[src/rtl/btn_event_arbiter.sv]
// btn_event_arbiter: synchronise, debounce and round-robin serialise button presses onto a valid/ready port; BTN_AUTOREPEAT_EN adds hold-to-repeat events
module btn_event_arbiter #(
  parameter int N_BTN = 7,
  parameter int TICK_DIV = 25000,
  parameter int STABLE_CNT = 8,
  parameter int REPEAT_DLY = 500,
  parameter int REPEAT_RATE = 100,
  localparam int IW = (N_BTN > 1) ? $clog2(N_BTN) : 1
) (
  input  logic             clk_25mhz,
  input  logic             rst_n,
  input  logic [N_BTN-1:0] btn,
  output logic [N_BTN-1:0] btn_db,
  output logic             evt_valid,
  output logic [IW-1:0]    evt_id,
  input  logic             evt_ready,
  output logic             evt_drop
);
  localparam int CW = (STABLE_CNT > 1) ? $clog2(STABLE_CNT) : 1;
  localparam int PW = (TICK_DIV > 1) ? $clog2(TICK_DIV) : 1;
  typedef enum logic {IDLE, OFFER} state_t;
  state_t state_q, state_d;
  logic [N_BTN-1:0] sync1_q, sync2_q, btn_db_q, btn_db_d, pend_q, pend_d, press, set, clr;
  logic [CW-1:0] cnt_q [N_BTN];
  logic [CW-1:0] cnt_d [N_BTN];
  logic [PW-1:0] presc_q, presc_d;
  logic [IW-1:0] ptr_q, ptr_d, evt_id_q, evt_id_d, sel;
  logic evt_drop_q, evt_drop_d, tick, accept, found;
  assign tick = presc_q == PW'(TICK_DIV - 1);
  assign presc_d = tick ? '0 : presc_q + 1'b1;
  always_comb begin
    btn_db_d = btn_db_q;
    for (int i = 0; i < N_BTN; i++) begin
      cnt_d[i] = cnt_q[i];
      if (tick) begin
        if (sync2_q[i] == btn_db_q[i]) cnt_d[i] = '0;
        else if (cnt_q[i] == CW'(STABLE_CNT - 1)) begin
          btn_db_d[i] = sync2_q[i];
          cnt_d[i] = '0;
        end else cnt_d[i] = cnt_q[i] + 1'b1;
      end
    end
  end
  assign press = btn_db_d & ~btn_db_q;
`ifdef BTN_AUTOREPEAT_EN
  localparam int RW = $clog2(((REPEAT_DLY > REPEAT_RATE) ? REPEAT_DLY : REPEAT_RATE) + 1);
  logic [RW-1:0] rpt_q [N_BTN];
  logic [RW-1:0] rpt_d [N_BTN];
  logic [N_BTN-1:0] rep_q, rep_d, fire;
  // rep_q marks that the initial delay has elapsed, so the counter now measures the repeat period
  always_comb begin
    for (int i = 0; i < N_BTN; i++) begin
      fire[i] = tick && btn_db_q[i] && btn_db_d[i] &&
                (rpt_q[i] + 1'b1 == (rep_q[i] ? RW'(REPEAT_RATE) : RW'(REPEAT_DLY)));
      rpt_d[i] = (!btn_db_d[i] || press[i] || fire[i]) ? '0 : tick ? rpt_q[i] + 1'b1 : rpt_q[i];
      rep_d[i] = btn_db_d[i] && !press[i] && (rep_q[i] || fire[i]);
    end
  end
  always_ff @(posedge clk_25mhz or negedge rst_n)
    if (!rst_n) begin
      rep_q <= '0;
      for (int i = 0; i < N_BTN; i++) rpt_q[i] <= '0;
    end else begin
      rep_q <= rep_d;
      for (int i = 0; i < N_BTN; i++) rpt_q[i] <= rpt_d[i];
    end
  assign set = press | fire;
`else
  assign set = press;
`endif
  always_comb begin
    sel = ptr_q;
    found = 1'b0;
    for (int k = N_BTN - 1; k >= 0; k--)
      if (pend_q[(int'(ptr_q) + k) % N_BTN]) begin
        sel = IW'((int'(ptr_q) + k) % N_BTN);
        found = 1'b1;
      end
  end
  assign accept = (state_q == OFFER) && evt_ready;
  always_comb
    for (int i = 0; i < N_BTN; i++) clr[i] = accept && (evt_id_q == IW'(i));
  // a press landing on its own accept cycle survives as a fresh event rather than a drop
  assign pend_d = (pend_q & ~clr) | set;
  assign evt_drop_d = |(set & pend_q & ~clr);
  always_comb begin
    state_d = accept ? IDLE : (state_q == IDLE && found) ? OFFER : state_q;
    evt_id_d = (state_q == IDLE && found) ? sel : evt_id_q;
    ptr_d = !accept ? ptr_q : (evt_id_q == IW'(N_BTN - 1)) ? '0 : evt_id_q + 1'b1;
  end
  always_ff @(posedge clk_25mhz or negedge rst_n)
    if (!rst_n) begin
      sync1_q <= '0;
      sync2_q <= '0;
      presc_q <= '0;
      btn_db_q <= '0;
      pend_q <= '0;
      ptr_q <= '0;
      evt_id_q <= '0;
      evt_drop_q <= 1'b0;
      state_q <= IDLE;
      for (int i = 0; i < N_BTN; i++) cnt_q[i] <= '0;
    end else begin
      sync1_q <= btn;
      sync2_q <= sync1_q;
      presc_q <= presc_d;
      btn_db_q <= btn_db_d;
      pend_q <= pend_d;
      ptr_q <= ptr_d;
      evt_id_q <= evt_id_d;
      evt_drop_q <= evt_drop_d;
      state_q <= state_d;
      for (int i = 0; i < N_BTN; i++) cnt_q[i] <= cnt_d[i];
    end
  assign btn_db = btn_db_q;
  assign evt_valid = state_q == OFFER;
  assign evt_id = evt_id_q;
  assign evt_drop = evt_drop_q;
endmodule
[config.mk]
export PLATFORM = sky130hd
export DESIGN_NAME = btn_event_arbiter
export DESIGN_NICKNAME = d
export VERILOG_FILES = /design/src/rtl/btn_event_arbiter.sv
export SDC_FILE = /design/constraint.sdc
export NUM_CORES = 1
export LEC_CHECK = 0
export BUFFER_PORTS_ARGS = -buffer_cell sky130_fd_sc_hd__buf_2
export CORE_MARGIN = 2
export CORE_UTILIZATION = 50
export CTS_BUF_LIST = sky130_fd_sc_hd__clkbuf_4
export DETAILED_ROUTE_END_ITERATION = 8
export HOLD_SLACK_MARGIN = 0.1
export MAX_ROUTING_LAYER = met4
export PLACE_DENSITY = 0.72
export SLEW_MARGIN = 10
export SYNTH_ARGS = -nofsm -noshare
export SYNTH_HDL_FRONTEND = slang
export SYNTH_SLANG_ARGS = --single-unit
[constraint.sdc]
create_clock -name clk_25mhz -period 5.1 [get_ports clk_25mhz]
set_input_delay 1.02 -clock clk_25mhz [delete_from_list [all_inputs] [get_ports clk_25mhz]]
set_output_delay 1.02 -clock clk_25mhz [all_outputs]
set_load 0.02 [all_outputs]
======== Yosys cells after proc, flatten, opt, wreduce, memory -nomap -nowiden ========
Cells that the tools add are included.
Widths: inputs -> output; s select.
operators by class
  reduce and logical (&&, ||, !) cells .... 12
  $add $sub $neg .......................... 15
  muxes and demuxes ....................... 74
  order comparisons ....................... 7
  bitwise gates (word level) .............. 8
  divide/modulo/power cells ............... 7
  eq/ne operators ......................... 21
operator list
  operator               count
  $lt 32x5->1 const B    7
  $mod 32x4->32 const B  6
  $mux 3                 22
  $mux 1                 44
  $mod 4x4->32 const B   1
  $eq 3x3->1 const B     10
  $and 7x7->7            4
  $add 3x1->3 const B    8
  $bmux 1 s3             7
  $add 15x1->15 const B  1
  $eq 15x15->1 const B   1
  $mux 15                1
  $not 7->7              2
  $add 3x3->4 const B    3
  $logic_and 1x1->1      9
  $add 3x2->4 const B    2
  $eq 1x1->1             7
  $or 7x7->7             1
  $reduce_or 7->1        1
  $eq 3x2->1 const B     2
  $add 3x1->4 const B    1
  $eq 3x1->1 const B     1
  $logic_not 3->1        1
  $reduce_bool 2->1      1
  $not 1->1              1
word-level totals
  bits of input ports ..................... 10
  register bits ........................... 72

======== Logic depth before layout (Yosys ltp) ========
Gate-level depths: netlist of run 1.
  depth in word-level cells ............... 15
  gate-level depth with buffers ........... 18
  gate-level depth less buffers ........... 15

======== Least setup slack after synthesis of run 1 ========
No wires, ideal clock.
  kind .................................... register -> register
  from .................................... register ptr_q[0]
  to ...................................... register evt_id_q[1], in the netlist evt_id[1]
  period minus slack after synthesis ...... 4.147 ns
  arrival time ............................ 4.019 ns
  required time ........................... 4.973 ns
  stages on the path, launching flop included .. 19
  path slack .............................. 0.953 ns
  path buffers ............................ 4
  cells stage by stage .................... dfrtp_1 -> inv_2 -> clkbuf_1 -> ha_1 -> buf_2 -> buf_2 -> inv_1 -> buf_2 -> ha_1 -> ha_1 -> nor3b_1 -> o211a_2 -> o21a_1 -> nor2_1 -> a2111oi_2 -> a31oi_2 -> a31oi_4 -> mux2i_1 -> o21ai_1
between the ends
  cells in the longest elaborated chain, start to end .. 13
ends and longest elaborated chain
  what                                       RTL line  source
  start, declared                            27        logic [IW-1:0] ptr_q, ptr_d, evt_id_q, evt_id_d, sel;
  start signal, assigned                     109       ptr_q <= ptr_d;
  $add 3x3->4                                75, 76
  $mod 32x4->32                              75, 76
  $bmux 1 s3                                 75        if (pend_q[(int'(ptr_q) + k) % N_BTN]) begin
  $mux 1 (not written as such) (2 in a row)  75
  $mux 1 (7 in a row)                        75
  $logic_and 1x1->1                          88        evt_id_d = (state_q == IDLE && found) ? sel : evt_id_q;
  end signal, assigned                       110       evt_id_q <= evt_id_d;
  end, declared                              27
Several ways; a longest one is shown, not always the timed one. The select of a mux whose other input is x is not followed.
A chain may end at the register's enable or synchronous reset.

======== Worst setup path after layout of run 1 ========
  from .................................... register ptr_q[1]
  to ...................................... register evt_id_q[0], in the netlist evt_id[0]
Same word-level chain as after synthesis.

==> qor.yml, run 1 <==
run_status: "finished clean"
top_layer_used: "met4"
grt_pass1_wl_mm: 19.31
n_antenna_cell: 0
grt_overflow: 0
seq_area_frac_synth: 0.3512
synth_top_family_by_area: "simple AND/OR/NAND/NOR gates"
ctsResizeCount: 0
r2r_start: "ptr_q[1]"
worstSkewPairLatency_ps: 410
drc: 0
grt_max_degree: 73
p_sw_uw: 1850
core-area_um2: 9864
port_buffers: 21
synthSimpleGateAreaFrac: 0.2429
p_per_area_nw_per_um2: 683.4
slew_viol_final: 0
holdCritPathClass: "flop to flop"
path_cells: "ha_1 -> inv_1 -> ha_1 -> inv_1 -> ha_1 -> ha_1 -> nor4bb_1 -> a21o_1 -> a21boi_1 -> mux4_2 -> nor2b_1 -> a211oi_2 -> or3b_1 -> o21ai_1 -> o21ai_1"
antenna_found_initial: 0
cts_tree: "built"
end_kind: "flop"
p_comb_frac: 0.663
yosysWarnings: 0
finalClockSkew_ps: 25.21
wl_met2_mm: 5.763
ys_async_sr_fraction: 1.000
startpoint_type: "flop"
vias: 4151
seq_power_share: 0.211
post_dp_cell_area_um2: 5314
period_share: 0.8431
swShare: 0.4915
ant_nets: 0
worstPathRequired_ps: 5420
grt_pass1_vias: 4079
track_usage: 0.2183
fillers: 870
max_stage_delay_ps: 670
path_class: "flop to flop"
p_int_uw: 1914
max-clock-path-buffers: 2
relSlewSlack: 0.4073
finalSetupTns_ps: 0
drive_gt1_frac: 0.1364
cts_buffers: 9
hold_viol: 0
cp_top_family: "adder cells"
crit_buf_inv: 2
ios: 22
synth.area.mux_share: 0.07073
peakVddDrop_uv: 367.7
crit_slowest_cell: "dfrtp_1"
wire_per_inst_um: 16.25
power.leakage_uw: 0.002607
fin_ws_ps: 800.1
ys.flop_type: "dfrtp_1"
final_common_cell: "nand2_1"
cts_hold_buf: 0
wl_met1_mm: 5.030
finalSetupViolations: 0
synth_fa_ha_area_frac: 0.09024
die-area_um2: 11090
viasPerCell: 5.888
synth_xor_area_frac: 0.04927
cp_max_fo: 16
cts_setup_buffers: 0
rsz0062_at_grt: "no"
fin_area_um2: 5508
dieWidth_um: 105.3
synth_fp_nets: 603
cp.arrival_ps: 4620
routed_wl_mm: 11.46
initial_core_util: 0.5200
startpoint: "ptr_q[1]"
cts-root-buf: "clkbuf_4"
worst_slew_pin_slew_ps: 889.0
clkPwrFrac: 0.126
final_core_util: 0.5583
avgSynthCellArea_um2: 9.226
wl_met3_um: 373
rows: 36
cts_htree_levels: 3
drtPass1Iterations: 7
cap_violations: 0
final_nets: 614
final_cell_mix: "nand2_1, dfrtp_1, nand3_1"
netlist_area_um2: 5130
cts.clk_slew.worst_paths_ps: 150
place_hpwl_mm: 8.296
drt_iter0_drc: 281
yosys_register_bits: 72
finalCriticalPeriod_ps: 4300
hold_path.startpoint: "sync1_q[6]"
gp_congestion: 0.9221
cp_common_cell: "ha_1"
die_y_um: 105.3
yosysUniqueCellTypes: 80
synth_compound_area_frac: 0.1576
synthToLayoutAreaGrowth_pct: 7.366
synthCells: 556
cts_sinks: 72
synth_edf_count: 0
dp_worst_setup_slack_ps: 851.4
fmax_mhz: 232.6
## worst paths after layout
| check | end | depth (start not counted) | slack [ps] |
|---|---|---|---|
| max | evt_id[0] | 15 | 800 |
| min in group asynchronous | cnt_q[1] | 2 | 800 |
| min reg2reg | sync2_q[6] | 0 | 370 |
| max in group asynchronous | cnt_q[6] | 2 | 3700 |
| min | sync2_q[6] | 0 | 370 |
| max reg2reg | evt_id[0] | 15 | 800 |
## layer usage
metal  up-vias  GRT usage
met5         -          -
met4         0    0.08286
met3        24    0.02721
met2        91     0.3641
met1      1999     0.2720
li1       2037          -
## kinds of logic after synthesis
kind of cell / count (synthesis)
xor+xnor: 28
flops: 72
mux: 30
simple gates: 245
fa+ha+maj: 37
buf+inv: 42
compound gates: 102
## registers in the layout, summed over array words and instances, names as in the netlist
signal	cells
presc_q	15
ptr_q	3
btn_db	7
cnt_q	21
pend_q	7
evt_id	3
evt_drop	1
sync2_q	7
evt_valid	1
sync1_q	7
## synthesized netlist by cell type (8+ instances only)
cell type	number	area share
nand2_1	95	0.070
dfrtp_1	72	0.35
nand3_1	41	0.040
ha_1	37	0.090
nor2_1	32	0.023
mux2i_1	16	0.031
xnor2_1	14	0.024
clkbuf_1	13	0.0095
o21ai_0	13	0.013
xor2_1	13	0.022
a21oi_1	12	0.012
inv_1	12	0.0088
and2_1	11	0.013
nand2b_1	10	0.012
nand4b_1	10	0.017
buf_2	9	0.0088
o211ai_1	9	0.013
mux2_2	8	0.018
nor3_1	8	0.0078
## power by group through the flow
| stage | registers (uW) | logic, uW | clock network (uW) |
|---|---|---|---|
| after detailed placement | 801 | 2460 | 0 |
| final | 796 | 2500 | 473 |
| after global placement | 796 | 2400 | 0 |
| after CTS | 789 | 2470 | 482 |
| after global routing | 809 | 2720 | 509 |
| after floorplan | 710 | 2040 | 0 |
## worst register-to-register path, delay by kind of cell (launching register included)
family	cells	cell delay, ps
adders and majority gates	4	1220
DFF	1	670
and+or+nand+nor	3	730
buffers and inverters	2	150
AOI/OAI and AO/OA	5	1080
muxes	1	390
## final cells by class
type,count,area (um^2),share of cell area
timing repair buffer,27,150.1,0.02726
sequential,72,1802,0.3271
clock inverter,7,126.4,0.02294
tap,133,166.4,0.03021
inverter,15,56.30,0.01022
multi-input combinational,442,3139,0.5700
clock buffer,9,67.56,0.01227
## stage by stage
step                      std cells  power (uW)  hold WS (ps)
after floorplan                 556        2745         331.2
after global placement          689        3193         332.8
after detailed placement        689        3260         338.8
after CTS                       705        3744         369.6
after global routing            705        4042         371.9
final                           705        3764         365.7
(Power assumes the default switching activity.)
==> run 2: changes to the inputs <==
ABC_AREA = 1   (was not set)
clock period = 4.2 ns   (was 5.1 ns; I/O delays follow)
==> run 2 against run 1 <==
First-iteration DRC count is 18% lower. Register-to-register slack worse by 330 ps. Setup slack worse by 330 ps. Worst hold slack worse by 9.1 ps. Critical endpoint unchanged. Largest cell class unchanged.
==> qor.yml, run 2 <==
drive_gt1_frac: 0.1341
power_uw: 4439
fin_ws_ps: 468.3
antenna_found_initial: 0
synth_fp_nets: 715
synth.area.top_cells: "dfrtp_1, nand2_1, ha_1, nand3_1, inv_1"
viasPerCell: 5.313
die_y_um: 103.5
p_per_area_nw_per_um2: 833.6
path_class: "flop to flop"
place_hpwl_mm: 8.597
power.leakage_uw: 0.002791
holdCritPathClass: "flop to flop"
final_nets: 743
port_buffers: 21
final_cell_mix: "nand2_1, inv_1, nand3_1"
rsz0062_at_grt: "no"
worst_slew_pin_slew_ps: 1009
synth_edf_count: 0
n_antenna_cell: 0
cts_setup_buffers: 0
drtPass1Iterations: 5
gp_congestion: 0.9482
cts_buffers: 9
vias: 4431
cts_sinks: 72
max-clock-path-buffers: 2
slew_viol_final: 0
yosysUniqueCellTypes: 42
period_share: 0.8885
fin_cells: 834
largest_reg_flops: 21
finalClockSkew_ps: 16.38
run_status: "finished clean"
seq_area_frac_synth: 0.3636
worstPathRequired_ps: 4540
drc: 0
initial_core_util: 0.5116
grt_pass1_wl_mm: 19.22
wire_per_inst_um: 13.37
die-area_um2: 10720
dieWidth_um: 103.5
grt_pass1_vias: 4233
track_usage: 0.2241
final_common_cell: "nand2_1"
top_register: "cnt_q"
routed_wl_mm: 11.15
yosys_register_bits: 72
yosysWarnings: 0
end_kind: "flop"
cap_violations: 0
ios: 22
grt_overflow: 0
peakVddDrop_uv: 454.9
netlist_area_um2: 4955
cts_hold_buf: 0
cts.clk_slew.worst_paths_ps: 120
synthCells: 668
synth_common_cells: "nand2_1, inv_1, nand3_1"
dp_worst_setup_slack_ps: 526.4
hold_viol: 0
synthToLayoutAreaGrowth_pct: 7.475
r2r_slack_ps: 470
cp.arrival_ps: 4070
avgSynthCellArea_um2: 7.417
largest_registers: "cnt_q: 21 flops, presc_q: 15 flops"
fmax_mhz: 268.0
relSlewSlack: 0.3272
synth_top_cell_area_share: 0.3636
cts-root-buf: "clkbuf_4"
finalSetupViolations: 0
ctsResizeCount: 0
yosysTopAreaCell: "dfrtp_1"
ant_nets: 0
ys_async_sr_fraction: 1.000
yosysMostFrequentCell: "nand2_1"
dp.cells: 818
drt_iter0_drc: 230
rows: 36
cp_max_fo: 14
finalCriticalPeriod_ps: 3732
grt_max_degree: 48
core-area_um2: 9684
finalSetupTns_ps: 0
startpoint_type: "flop"
cts_htree_levels: 3
ys.flop_type: "dfrtp_1"
worstSkewPairLatency_ps: 430
cts_tree: "built"
run 2: cell count changes in the layout (fill, tap and decap cells not counted), moves of 8 or more:
cell / change
a21oi_1: +10
and2_1: -11
inv_1: +72
mux2_2: -8
mux2i_1: -16
nand2_1: +64
nand2_2: +26
nand2b_1: -10
nand3_1: +37
nand4b_1: -10
nor2_1: +31
o21ai_0: +24
xnor2_1: -12
run 2: logic make-up after synthesis:
family / count (synthesis) / synth area share
adder cells (fa/ha/maj): 37 / 0.09343
AND/OR/NAND/NOR: 353 / 0.3273
flip-flops: 72 / 0.3636
buffers and inverters: 100 / 0.07904
XOR/XNOR: 16 / 0.03132
AO/OA/AOI/OAI: 90 / 0.1053
run 2: stage by stage:
stage	cell area, um^2	utilization	hold WS, ps
final	5325	0.5499	356.6
after global routing	5325	0.5499	369.6
after CTS	5325	0.5499	360.0
after detailed placement	5214	0.5384	335.6
after global placement	5214	0.5384	332.1
after floorplan	4955	-	331.2
run 2: critical path: stages (launching register included):
cell	delay, ps
dfrtp_1	600
inv_2	170
ha_1	640
inv_2	190
ha_1	230
ha_1	260
nor3_1	170
nand3_1	150
nand2_2	140
nand3_1	170
nand2_2	140
nand2_1	60
nand3_1	70
nand2_1	60
nand2_2	70
nand2_2	80
nor2_1	100
nand2_1	60
nand2_1	50
nand2_1	40
nand2_1	50
nand2_1	50
nand2_1	50
nand2_1	40
run 2: area by class of cell:
class	instances	area, um^2
Fill cell	923	4359
Sequential cell	72	1802
Tap cell	133	166.4
Clock buffer	10	75.07
Multi-Input combinational cell	496	2761
Timing Repair Buffer	26	142.6
Inverter	91	341.6
Clock inverter	6	36.28
run 2: routing by layer:
metal / routed length (um) / GRT usage
met5: 0 / -
met4: 418 / 0.1023
met3: 510 / 0.04531
met2: 5240 / 0.3600
met1: 4981 / 0.2739
run 2: worst paths after layout:
kind                            start  depth (start not counted)         end
max in group asynchronous       rst_n                          2   pend_q[5]
min in group asynchronous       rst_n                          1  presc_q[1]
hold / removal             sync1_q[1]                          0  sync2_q[1]
hold reg to reg            sync1_q[1]                          0  sync2_q[1]
setup / recovery             ptr_q[1]                         23   evt_id[0]
setup reg to reg             ptr_q[1]                         23   evt_id[0]
run 2: power breakdown:
part	switching, uW	leakage [uW]	internal [uW]
registers	129	0.000940	767
logic	2100	0.00179	1070
clock network	243	0.0000659	125
total	2480	0.00279	1960
==> run 3: changes to the inputs <==
GPL_TIMING_DRIVEN = 0   (was not set)
clock period = 3.6 ns   (was 4.2 ns; I/O delays follow)
==> run 3 against run 2 <==
Register-to-register slack worse by 220 ps. Sequential cell count unchanged. Die area unchanged. Worst hold slack lost 1.7 ps. Maximum frequency is 11% higher. Sequential power increased by 16%. Count of clock-buffer cells in the layout fell by 1. Clock skew about the same. Highest routed layer unchanged.
==> qor.yml, run 3 (synthesized netlist as in run 2, its figures left out) <==
cts_htree_levels: 3
port_buffers: 21
viasPerCell: 5.298
hold_viol: 0
largest_registers: "cnt_q: 21 flops, presc_q: 15 flops"
worstSkewPairLatency_ps: 420
finalCriticalPeriod_ps: 3349
top_register: "cnt_q"
crit_buf_inv: 5
cp_max_fo: 11
worstPathRequired_ps: 3910
cp_common_cell: "nand2_1"
seq_power_share: 0.195
crit_slowest_cell: "dfrtp_2"
dieWidth_um: 103.5
clkPwrFrac: 0.069
p_comb_frac: 0.736
end_kind: "flop"
cap_violations: 0
cp_top_family: "simple AND/OR/NAND/NOR gates"
cts_buffers: 9
drtPass1Iterations: 4
startpoint_type: "flop"
vias: 4493
fmax_mhz: 298.6
final_cell_mix: "nand2_1, inv_1, nand3_1"
path_class: "flop to flop"
rows: 36
p_int_uw: 2412
holdCritPathClass: "flop to flop"
finalSetupTns_ps: 0
synthToLayoutAreaGrowth_pct: 11.24
grt_max_degree: 64
power_uw: 5346
fin_area_um2: 5512
track_usage: 0.2347
n_antenna_cell: 0
ios: 22
wire_per_inst_um: 13.95
post_dp_cell_area_um2: 5256
grt_overflow: 0
slew_viol_final: 0
swShare: 0.5488
period_share: 0.9303
finalSetupViolations: 0
power.leakage_uw: 0.002855
fin_cells: 848
cts_tree: "built"
max_stage_delay_ps: 460
p_per_area_nw_per_um2: 970.0
drt_iter0_drc: 214
grt_pass1_wl_mm: 20.05
drive_gt1_frac: 0.1524
initial_core_util: 0.5116
gp_congestion: 0.9443
die_y_um: 103.5
ant_nets: 0
p_sw_uw: 2934
final_common_cell: "nand2_1"
dp.cells: 823
antenna_found_initial: 0
max-clock-path-buffers: 2
cts_sinks: 72
die-area_um2: 10720
drc: 0
worst_slew_pin_slew_ps: 605.2
relSlewSlack: 0.5966
cts.clk_slew.worst_paths_ps: 100
cts-root-buf: "clkbuf_4"
place_hpwl_mm: 8.812
routed_wl_mm: 11.83
peakVddDrop_uv: 553.0
core-area_um2: 9684
cp.arrival_ps: 3660
grt_pass1_vias: 4400
final_nets: 760
finalClockSkew_ps: 16.24
largest_reg_flops: 21
run_status: "finished clean"
-- run 3: cell types whose count changed in the layout (fill, tap and decap cells not counted), sizes merged --
cell | previous run | this run
dlygate4sd3 | 0 | 1
clkbuf | 10 | 14
clkinvlp | 1 | 0
buf | 26 | 37
clkinv | 5 | 4
-- run 3: worst register-to-register path: stages, from the launching register on --
cell	delay, ps
dfrtp_2	460
buf_6	150
inv_2	60
buf_8	150
ha_4	310
ha_1	160
ha_2	200
inv_1	80
nor3_2	190
nand3_1	150
o21ai_4	120
nand2_2	100
nand2_1	80
nand2_2	80
inv_2	70
nand3_1	60
nand2_1	100
nand2_2	90
nand2_4	100
nand2_1	60
nand3_1	80
nand2_1	60
nand2_1	80
nand2_1	50
nand2_1	60
nand2_1	50
nand2_1	50
nand2_1	40
-- run 3: final cells by class --
cell class	count	area (um^2)
inverters	91	341.6
plain buffers	9	61.31
flip-flops and latches	72	1804
fillers	921	4173
well taps	133	166.4
repair buffers	34	227.7
multi-input cells	496	2828
clock inverters	4	15.01
clock buffers	9	67.56
-- run 3: per-layer routing --
layer  track usage  vias up  part of all wire
met4        0.1322        0             0.032
li1              -     2257                 -
met1        0.2775     2076              0.41
met2        0.3884      130              0.50
met3       0.03084       30             0.058
met5             -        -                 0
-- run 3: worst paths after layout --
path / start / to / cells after the start / slack, ps
max: ptr_q[0] / evt_id[0] / 27 / 250
min: sync1_q[2] / sync2_q[2] / 0 / 350
max reg2reg: ptr_q[0] / evt_id[0] / 27 / 250
min reg2reg: sync1_q[2] / sync2_q[2] / 0 / 350
max in group asynchronous: rst_n / ptr_q[0] / 3 / 2390
min in group asynchronous: rst_n / presc_q[5] / 2 / 670
-- run 3: power by group through the flow --
| stage | registers (uW) | clock network (uW) | logic [uW] |
|---|---|---|---|
| 5_1_grt | 1060 | 421 | 4380 |
| 2_1_floorplan | 1040 | 0 | 2890 |
| 3_3_place_gp | 1060 | 0 | 3530 |
| 4_1_cts | 1050 | 386 | 3680 |
| 6_report | 1040 | 369 | 3930 |
| 3_5_place_dp | 1060 | 0 | 3670 |
-- run 3: repair_timing --
action | 4_1_cts | 5_1_grt
pin swaps | 0 | 3
hold endpoints to repair | 0 | 7
hold buffers | 0 | 1
buffers inserted | 0 | 11
gates resized for setup | 4 | 14
setup endpoints to repair | 4 | 4
-- run 3: metrics by stage --
stage	setup slack (ps)	util	hold WS, ps
2_1_floorplan	461.5	-	331.2
6_report	251.1	0.5691	354.9
5_1_grt	-32.72	0.5691	358.9
4_1_cts	-0.2909	0.5521	105.6
3_5_place_dp	-97.58	0.5428	335.6
3_3_place_gp	11.29	0.5397	332.2
